[config.mk]
export PLATFORM = sky130hd
export DESIGN_NAME = alu_seq_ctrl
export DESIGN_NICKNAME = d
export VERILOG_FILES = /design/src/rtl/alu_seq_pkg.sv /design/src/rtl/alu_seq_ctrl_slice.sv /design/src/rtl/alu_seq_ctrl.sv
export SDC_FILE = /design/constraint.sdc
export NUM_CORES = 1
export LEC_CHECK = 0
export CAP_MARGIN = 20
export CORE_AREA = 2 2 80 82
export CTS_CLUSTER_DIAMETER = 150
export CTS_CLUSTER_SIZE = 28
export DETAILED_ROUTE_END_ITERATION = 10
export DIE_AREA = 0 0 82 84
export PLACE_DENSITY = 0.65
export SYNTH_ARGS = -nofsm -noshare
export SYNTH_HDL_FRONTEND = slang
export SYNTH_SLANG_ARGS = --single-unit
[constraint.sdc]
create_clock -name clk -period 4.9 [get_ports clk]
set_clock_uncertainty 0.15 [all_clocks]
set_input_delay 1.47 -clock clk [delete_from_list [all_inputs] [get_ports clk]]
set_output_delay 1.47 -clock clk [all_outputs]
set_load 0.05 [all_outputs]
[src/rtl/alu_seq_pkg.sv]
// Shared types for the nibble-serial ALU sequencer: opcodes, FSM states, slice width.
// Latency: n/a (types and constants only).
// Backpressure: n/a.
package alu_seq_pkg;

  localparam int SLICE_W = 4;

  typedef enum logic [2:0] {
    OP_ADD = 3'd0,
    OP_SUB = 3'd1,
    OP_ADC = 3'd2,
    OP_SBC = 3'd3,
    OP_AND = 3'd4,
    OP_OR  = 3'd5,
    OP_XOR = 3'd6,
    OP_CMP = 3'd7
  } op_e;

  typedef enum logic [1:0] {
    ST_IDLE = 2'd0,
    ST_EXEC = 2'd1,
    ST_DONE = 2'd2
  } state_e;

endpackage

[src/rtl/alu_seq_ctrl_slice.sv]
// Purely combinational 4-bit ALU slice used once per cycle by the sequencer.
// Latency: 0 cycles (combinational).
// Backpressure: none.
// Ports: a/b nibble operands, cin carry-in, op opcode; y result nibble,
//        cout carry-out of bit 3, c3 carry into bit 3 (for signed overflow).
//        OP_CMP here means "pass A through" (the controller remaps CMP to SUB
//        when the compare feature is enabled).
module alu_slice
  import alu_seq_pkg::*;
(
  input  logic [SLICE_W-1:0] a,
  input  logic [SLICE_W-1:0] b,
  input  logic               cin,
  input  op_e                op,
  output logic [SLICE_W-1:0] y,
  output logic               cout,
  output logic               c3
);

  logic [SLICE_W-1:0] w_b_eff;
  logic [3:0]         w_lo;  // bits 2:0 sum, bit 3 = carry into bit 3
  logic [1:0]         w_hi;  // bit 3 sum and carry-out

  always_comb begin
    w_b_eff = (op == OP_SUB || op == OP_SBC) ? ~b : b;
    w_lo    = {1'b0, a[2:0]} + {1'b0, w_b_eff[2:0]} + {3'b000, cin};
    w_hi    = {1'b0, a[3]} + {1'b0, w_b_eff[3]} + {1'b0, w_lo[3]};
    y       = a;
    cout    = 1'b0;
    c3      = 1'b0;
    case (op)
      OP_ADD, OP_SUB, OP_ADC, OP_SBC: begin
        y    = {w_hi[0], w_lo[2:0]};
        cout = w_hi[1];
        c3   = w_lo[3];
      end
      OP_AND:  y = a & b;
      OP_OR:   y = a | b;
      OP_XOR:  y = a ^ b;
      default: y = a;
    endcase
  end

endmodule

[src/rtl/alu_seq_ctrl.sv]
// Nibble-serial WIDTH-bit ALU sequencer: LSB nibble first, carry chained between passes.
// Latency: res_valid rises NSLICE cycles after command acceptance; flag_update pulses once then.
// Backpressure: result held in DONE until res_ready; cmd_ready low from acceptance until consumed.
// Ports: clk, reset (sync, active-high); cmd_valid/cmd_ready/cmd_op/cmd_a/cmd_b command
//        channel; carry_flag stored carry (sampled on accept); res_valid/res_ready/res_data
//        result channel; flag_update strobe with zero/negative/carry/overflow_out values.
// Build option: define ALU_SEQ_CMP_EN to make opcode 7 a compare (SUB flags, no result);
//        otherwise opcode 7 is a NOP returning operand A without touching the flags.
module alu_seq_ctrl
  import alu_seq_pkg::*;
#(
  parameter int WIDTH = 8
) (
  input  logic             clk,
  input  logic             reset,
  input  logic             cmd_valid,
  output logic             cmd_ready,
  input  logic [2:0]       cmd_op,
  input  logic [WIDTH-1:0] cmd_a,
  input  logic [WIDTH-1:0] cmd_b,
  input  logic             carry_flag,
  output logic             res_valid,
  input  logic             res_ready,
  output logic [WIDTH-1:0] res_data,
  output logic             flag_update,
  output logic             zero_out,
  output logic             negative_out,
  output logic             carry_out,
  output logic             overflow_out
);

  localparam int NSLICE = WIDTH / SLICE_W;
  localparam int CW     = (NSLICE > 1) ? $clog2(NSLICE) : 1;

`ifdef ALU_SEQ_CMP_EN
  localparam bit CMP_EN = 1'b1;
`else
  localparam bit CMP_EN = 1'b0;
`endif

  state_e             r_state;
  logic [CW-1:0]      r_cnt;
  op_e                r_op;
  logic [WIDTH-1:0]   r_a;
  logic [WIDTH-1:0]   r_b;
  logic [WIDTH-1:0]   r_acc;
  logic               r_carry;

  op_e                w_cmd_op;
  op_e                w_slice_op;
  logic               w_cin0;
  int                 w_base;
  logic [SLICE_W-1:0] w_y;
  logic               w_cout;
  logic               w_c3;
  logic [WIDTH-1:0]   w_res_full;
  logic               w_last;
  logic               w_is_logic;
  logic               w_is_cmp;
  logic               w_is_nop;

  always_comb begin
    w_cmd_op   = op_e'(cmd_op);
    // Compare runs through the slice as a plain subtract.
    w_slice_op = (r_op == OP_CMP && CMP_EN) ? OP_SUB : r_op;
    w_is_logic = (r_op == OP_AND) || (r_op == OP_OR) || (r_op == OP_XOR);
    w_is_cmp   = (r_op == OP_CMP) && CMP_EN;
    w_is_nop   = (r_op == OP_CMP) && !CMP_EN;
    w_base     = int'(r_cnt) * SLICE_W;
    w_last     = (r_cnt == CW'(NSLICE - 1));
    case (w_cmd_op)
      OP_SUB, OP_CMP: w_cin0 = 1'b1;
      OP_ADC, OP_SBC: w_cin0 = carry_flag;
      default:        w_cin0 = 1'b0;
    endcase
    // Accumulated result with the current slice merged in, so flags on the
    // last pass see the complete word.
    w_res_full                   = r_acc;
    w_res_full[w_base +: SLICE_W] = w_y;
  end

  alu_slice u_slice (
    .a    (r_a[w_base +: SLICE_W]),
    .b    (r_b[w_base +: SLICE_W]),
    .cin  (r_carry),
    .op   (w_slice_op),
    .y    (w_y),
    .cout (w_cout),
    .c3   (w_c3)
  );

  always_ff @(posedge clk) begin
    if (reset) begin
      r_state      <= ST_IDLE;
      r_cnt        <= '0;
      r_op         <= OP_ADD;
      r_a          <= '0;
      r_b          <= '0;
      r_acc        <= '0;
      r_carry      <= 1'b0;
      cmd_ready    <= 1'b1;
      res_valid    <= 1'b0;
      res_data     <= '0;
      flag_update  <= 1'b0;
      zero_out     <= 1'b0;
      negative_out <= 1'b0;
      carry_out    <= 1'b0;
      overflow_out <= 1'b0;
    end else begin
      case (r_state)
        ST_IDLE: begin
          flag_update <= 1'b0;
          if (cmd_valid && cmd_ready) begin
            r_op      <= w_cmd_op;
            r_a       <= cmd_a;
            r_b       <= cmd_b;
            r_carry   <= w_cin0;
            r_acc     <= '0;
            r_cnt     <= '0;
            cmd_ready <= 1'b0;
            r_state   <= ST_EXEC;
          end
        end
        ST_EXEC: begin
          r_acc   <= w_res_full;
          r_carry <= w_cout;
          r_cnt   <= r_cnt + 1'b1;
          if (w_last) begin
            r_state <= ST_DONE;
            if (!w_is_nop) begin
              flag_update  <= 1'b1;
              zero_out     <= (w_res_full == '0);
              negative_out <= w_res_full[WIDTH-1];
              carry_out    <= w_is_logic ? 1'b0 : w_cout;
              // Signed overflow == carry into MSB differs from carry out of MSB.
              overflow_out <= w_is_logic ? 1'b0 : (w_cout ^ w_c3);
            end
            if (!w_is_cmp) begin
              res_data  <= w_res_full;
              res_valid <= 1'b1;
            end
          end
        end
        ST_DONE: begin
          flag_update <= 1'b0;
          if (w_is_cmp || (res_valid && res_ready)) begin
            res_valid <= 1'b0;
            cmd_ready <= 1'b1;
            r_state   <= ST_IDLE;
          end
        end
        default: begin
          r_state   <= ST_IDLE;
          cmd_ready <= 1'b1;
          res_valid <= 1'b0;
        end
      endcase
    end
  end

endmodule

==> summary.md <==
The initial core utilization was 0.384; the proportion of synthesized flip-flops having asynchronous set or reset was 0. Counting tap cells, the placed design contains a total of 376 instances. The worst-case IR drop observed on VDD is 0.000222 V. In the layout the commonest cells are nand2_1 (61), dfxtp_1 (42), a21oi_1 (38), clkdlybuf4s50_1 (38), inv_1 (14). At the pin with the least slew margin, the transition time is 895 ps. Clock latency on the worst-skew pair, taken at its later pin, is 310 ps. The synthesis-stage register bit count was 42; the combined global-route utilization of all metal layers was 0.167. The commonest non-fill, non-tap cell in the layout was nand2_1. Share of cells above drive strength 1: 0.0717. Dividing total power by cell area gives a power density of 330 nW/µm². The net count of the finished layout is 343. For the fraction of power consumed by combinational cells, the log shows 0.235. The number of H-tree levels was 2. The share of the clock period used by the worst path after layout works out to 0.749. The endpoint with the worst hold slack is res_data[5]$_SDFFE_PP0P_.

The tools report the critical path required time as 5010 ps. The register area share after synthesis is 0.359. The tools report the distinct cell type count after synthesis as 50.

Gates resized during post-CTS repair numbered 0. The startpoint identified for the worst register-to-register timing path is r_cnt$_SDFFE_PP0P_. In the routed design, unresolved DRC markers number 0. At the worst endpoint, the arrival time is 3780 ps.

The number of setup buffers added after CTS is 0. The tools report the final core area utilization as 0.470. Entering global routing, the biggest net connects 44 pins.

A synthesized cell averages 8.39 µm². The number of max-slew violations in the final report was 0. The internal power was 0.000664 W; the number of port buffers was 38.

Static timing analysis puts the maximum clock frequency at 272 MHz. After routing, the total negative slack on setup checks comes to 0 ps. The number of primary I/O pins was 39; the wire length of the first global-routing pass was 9010 µm. The final-report setup violation count was 0. Share of power burned in registers: 0.412. The clock period could shrink to 3670 ps. The die is 84 µm tall.

In the routed layout, each cell is associated on average with a via count of 5.13. The worst register-to-register path ends at zero_out$_SDFFE_PP0P_. The synthesis-to-finish area growth was 22.4%; the total clock sinks was 42.

In this run the cell area measured after placement is 2730 µm². The number of global-route vias before repair is 1877, and the number of antenna violations at the first check in global routing is 0. Summed over all layers, the routed wires come to 5290 µm. Measured in cells, the most critical reg-to-reg path has a length of 11. The average wire per standard cell was 13.8 µm; the area of the core was 6100 µm².

For the number of buffers inserted during clock tree synthesis, the log shows 5. The tools report the number of iterations in the first detailed-routing pass as 5. For this design the static power due to leakage is 1.06 nW. The critical path is of the flop to flop type. The total congestion overflow is 0, and the cell count of the worst hold path is 2. The tools report the clock share of power as 0.353.

For this block, the via count after detailed routing is 1971. Instance count of the mapped netlist: 279. Width of the die: 82 µm. Setup repair after global routing left no endpoint under its margin. The count of cells in the finished layout, fillers not included, comes to 384. Max-cap violations in this run came to 0.

After clock tree synthesis, the clock-pin slew on the worst setup and hold paths is 90 ps. The register-to-register path setup slack is 1230 ps. The maximum number of buffers from clock root to sink is 2. The synthesized area is 2340 µm². The maximum fanout encountered on the critical timing path was 12; the number of synthesis warnings was 0.

HPWL after detailed placement: 3820 µm. Yosys mapped a number of flops with a built-in enable equal to 0. For this run, the leading register cell type out of synthesis is dfxtp_1. The net count after synthesis is 316.

The startpoint kind of the worst setup timing path was a flop. The worst hold path begins at res_data[5]$_SDFFE_PP0P_. In this run, the number of DRC markers left after iteration 0 of detailed routing was 136. The flow ran to the end, and the final reports show no timing, DRC or antenna violations.

Routability-driven placement finished with a final weighted congestion of 0.846. The type of the most critical hold path is flop to flop. The worst relative slew slack is 0.400.

CTS placed an instance of clkbuf_8 at the clock tree root. The switching part of the total works out to 0.298. In this run, post-CTS hold repair placed 0 buffers. Summing all non-filler instances in the final layout gives an area of 2860 µm².

The total design power came out at 0.000946 W. The final-report hold violation count came out at 0. The count of nets left with antenna violations once routing finished came out at 0. The switching component of the power was 0.000282 W; the number of diodes added for antenna fixing was 0. The tools report the row count as 29.

The tools report the endpoint class of the critical path as a flop. TritonCTS built the clock tree. For the overall die area, the log shows 6890 µm².
[kinds of logic (layout without fill, tap and decap cells)]
logic type,count (synthesis),after routing,synth area share
buffers and inverters,34,62,0.0674
AND/OR/NAND/NOR,110,110,0.237
flip-flops,42,42,0.359
AO/OA/AOI/OAI,61,61,0.173
XOR/XNOR,6,6,0.0225
multiplexers,13,13,0.0610
adder cells (fa/ha/maj),13,13,0.0791
[area by class of cell]
class	instances	area, µm²
multi-input combinational	203	1340
inverter	14	52.6
timing repair buffer	40	395
sequential	42	841
clock inverter	3	68.8
clock buffer	5	68.8
fill	614	3230
tap	77	96.3
[sequential cells by signal, summed over array words and instances, names as in the netlist]
name          cells
overflow_out      1
negative_out      1
r_cnt             1
res_valid         1
zero_out          1
r_carry           1
carry_out         1
r_op              3
r_state           2
r_acc             4
r_a               8
r_b               8
res_data          8
flag_update       1
cmd_ready         1
[metal layers]
metal,vias to the layer above,wire length [µm],track usage
met5,-,0,0
met4,0,102,0.0576
met3,7,241,0.0335
met2,46,2540,0.261
met1,910,2400,0.227
li1,1008,-,-
[how the worst max path moves through the flow]
stage,end,slack [ps],from,cells after the start
2_1_floorplan,zero_out$_SDFFE_PP0P_,1390,r_cnt$_SDFFE_PP0P_,13
4_1_cts,zero_out$_SDFFE_PP0P_,1230,r_cnt$_SDFFE_PP0P_,11
5_1_grt,zero_out$_SDFFE_PP0P_,1040,r_cnt$_SDFFE_PP0P_,11
6_report,zero_out$_SDFFE_PP0P_,1230,r_cnt$_SDFFE_PP0P_,11
3_5_place_dp,zero_out$_SDFFE_PP0P_,1250,r_cnt$_SDFFE_PP0P_,11
3_3_place_gp,zero_out$_SDFFE_PP0P_,1290,r_cnt$_SDFFE_PP0P_,11
[metrics by stage]
step / setup slack [ps] / hold slack, ps
2_1_floorplan: 1390 / 283
3_5_place_dp: 1250 / 296
6_report: 1230 / 304
5_1_grt: 1040 / 328
3_3_place_gp: 1290 / 292
4_1_cts: 1230 / 309
[power groups by stage]
stage	sequential [W]	combinational [W]	clock [W]
after floorplan	0.000392	0.000169	0
after global placement	0.000399	0.000222	0
after detailed placement	0.000398	0.000223	0
after CTS	0.000390	0.000224	0.000339
after global routing	0.000394	0.000249	0.000348
final	0.000390	0.000222	0.000334
[cell usage after synthesis (4+ instances only)]
cell type	n	area (µm²)
xnor2_1	5	43.8
clkbuf_1	10	37.5
buf_2	6	30.0
nor3b_1	4	30.0
nor2_1	13	48.8
inv_1	14	52.6
nand3b_1	4	30.0
mux2i_1	9	90.1
nand2_1	61	229
ha_1	10	125
dfxtp_1	42	841
nor3_1	4	20.0
a21oi_1	38	190
[worst max-delay path, stage by stage (launching register included)]
cell	delay, ps
dfxtp_1	680
buf_4	290
mux2i_1	320
xnor2_1	130
ha_1	330
o21a_1	130
or2_2	290
fa_1	500
o221ai_4	240
nand4_4	130
a2111oi_4	280
a21o_1	150
No activity file was read; power rests on OpenSTA's default activity.
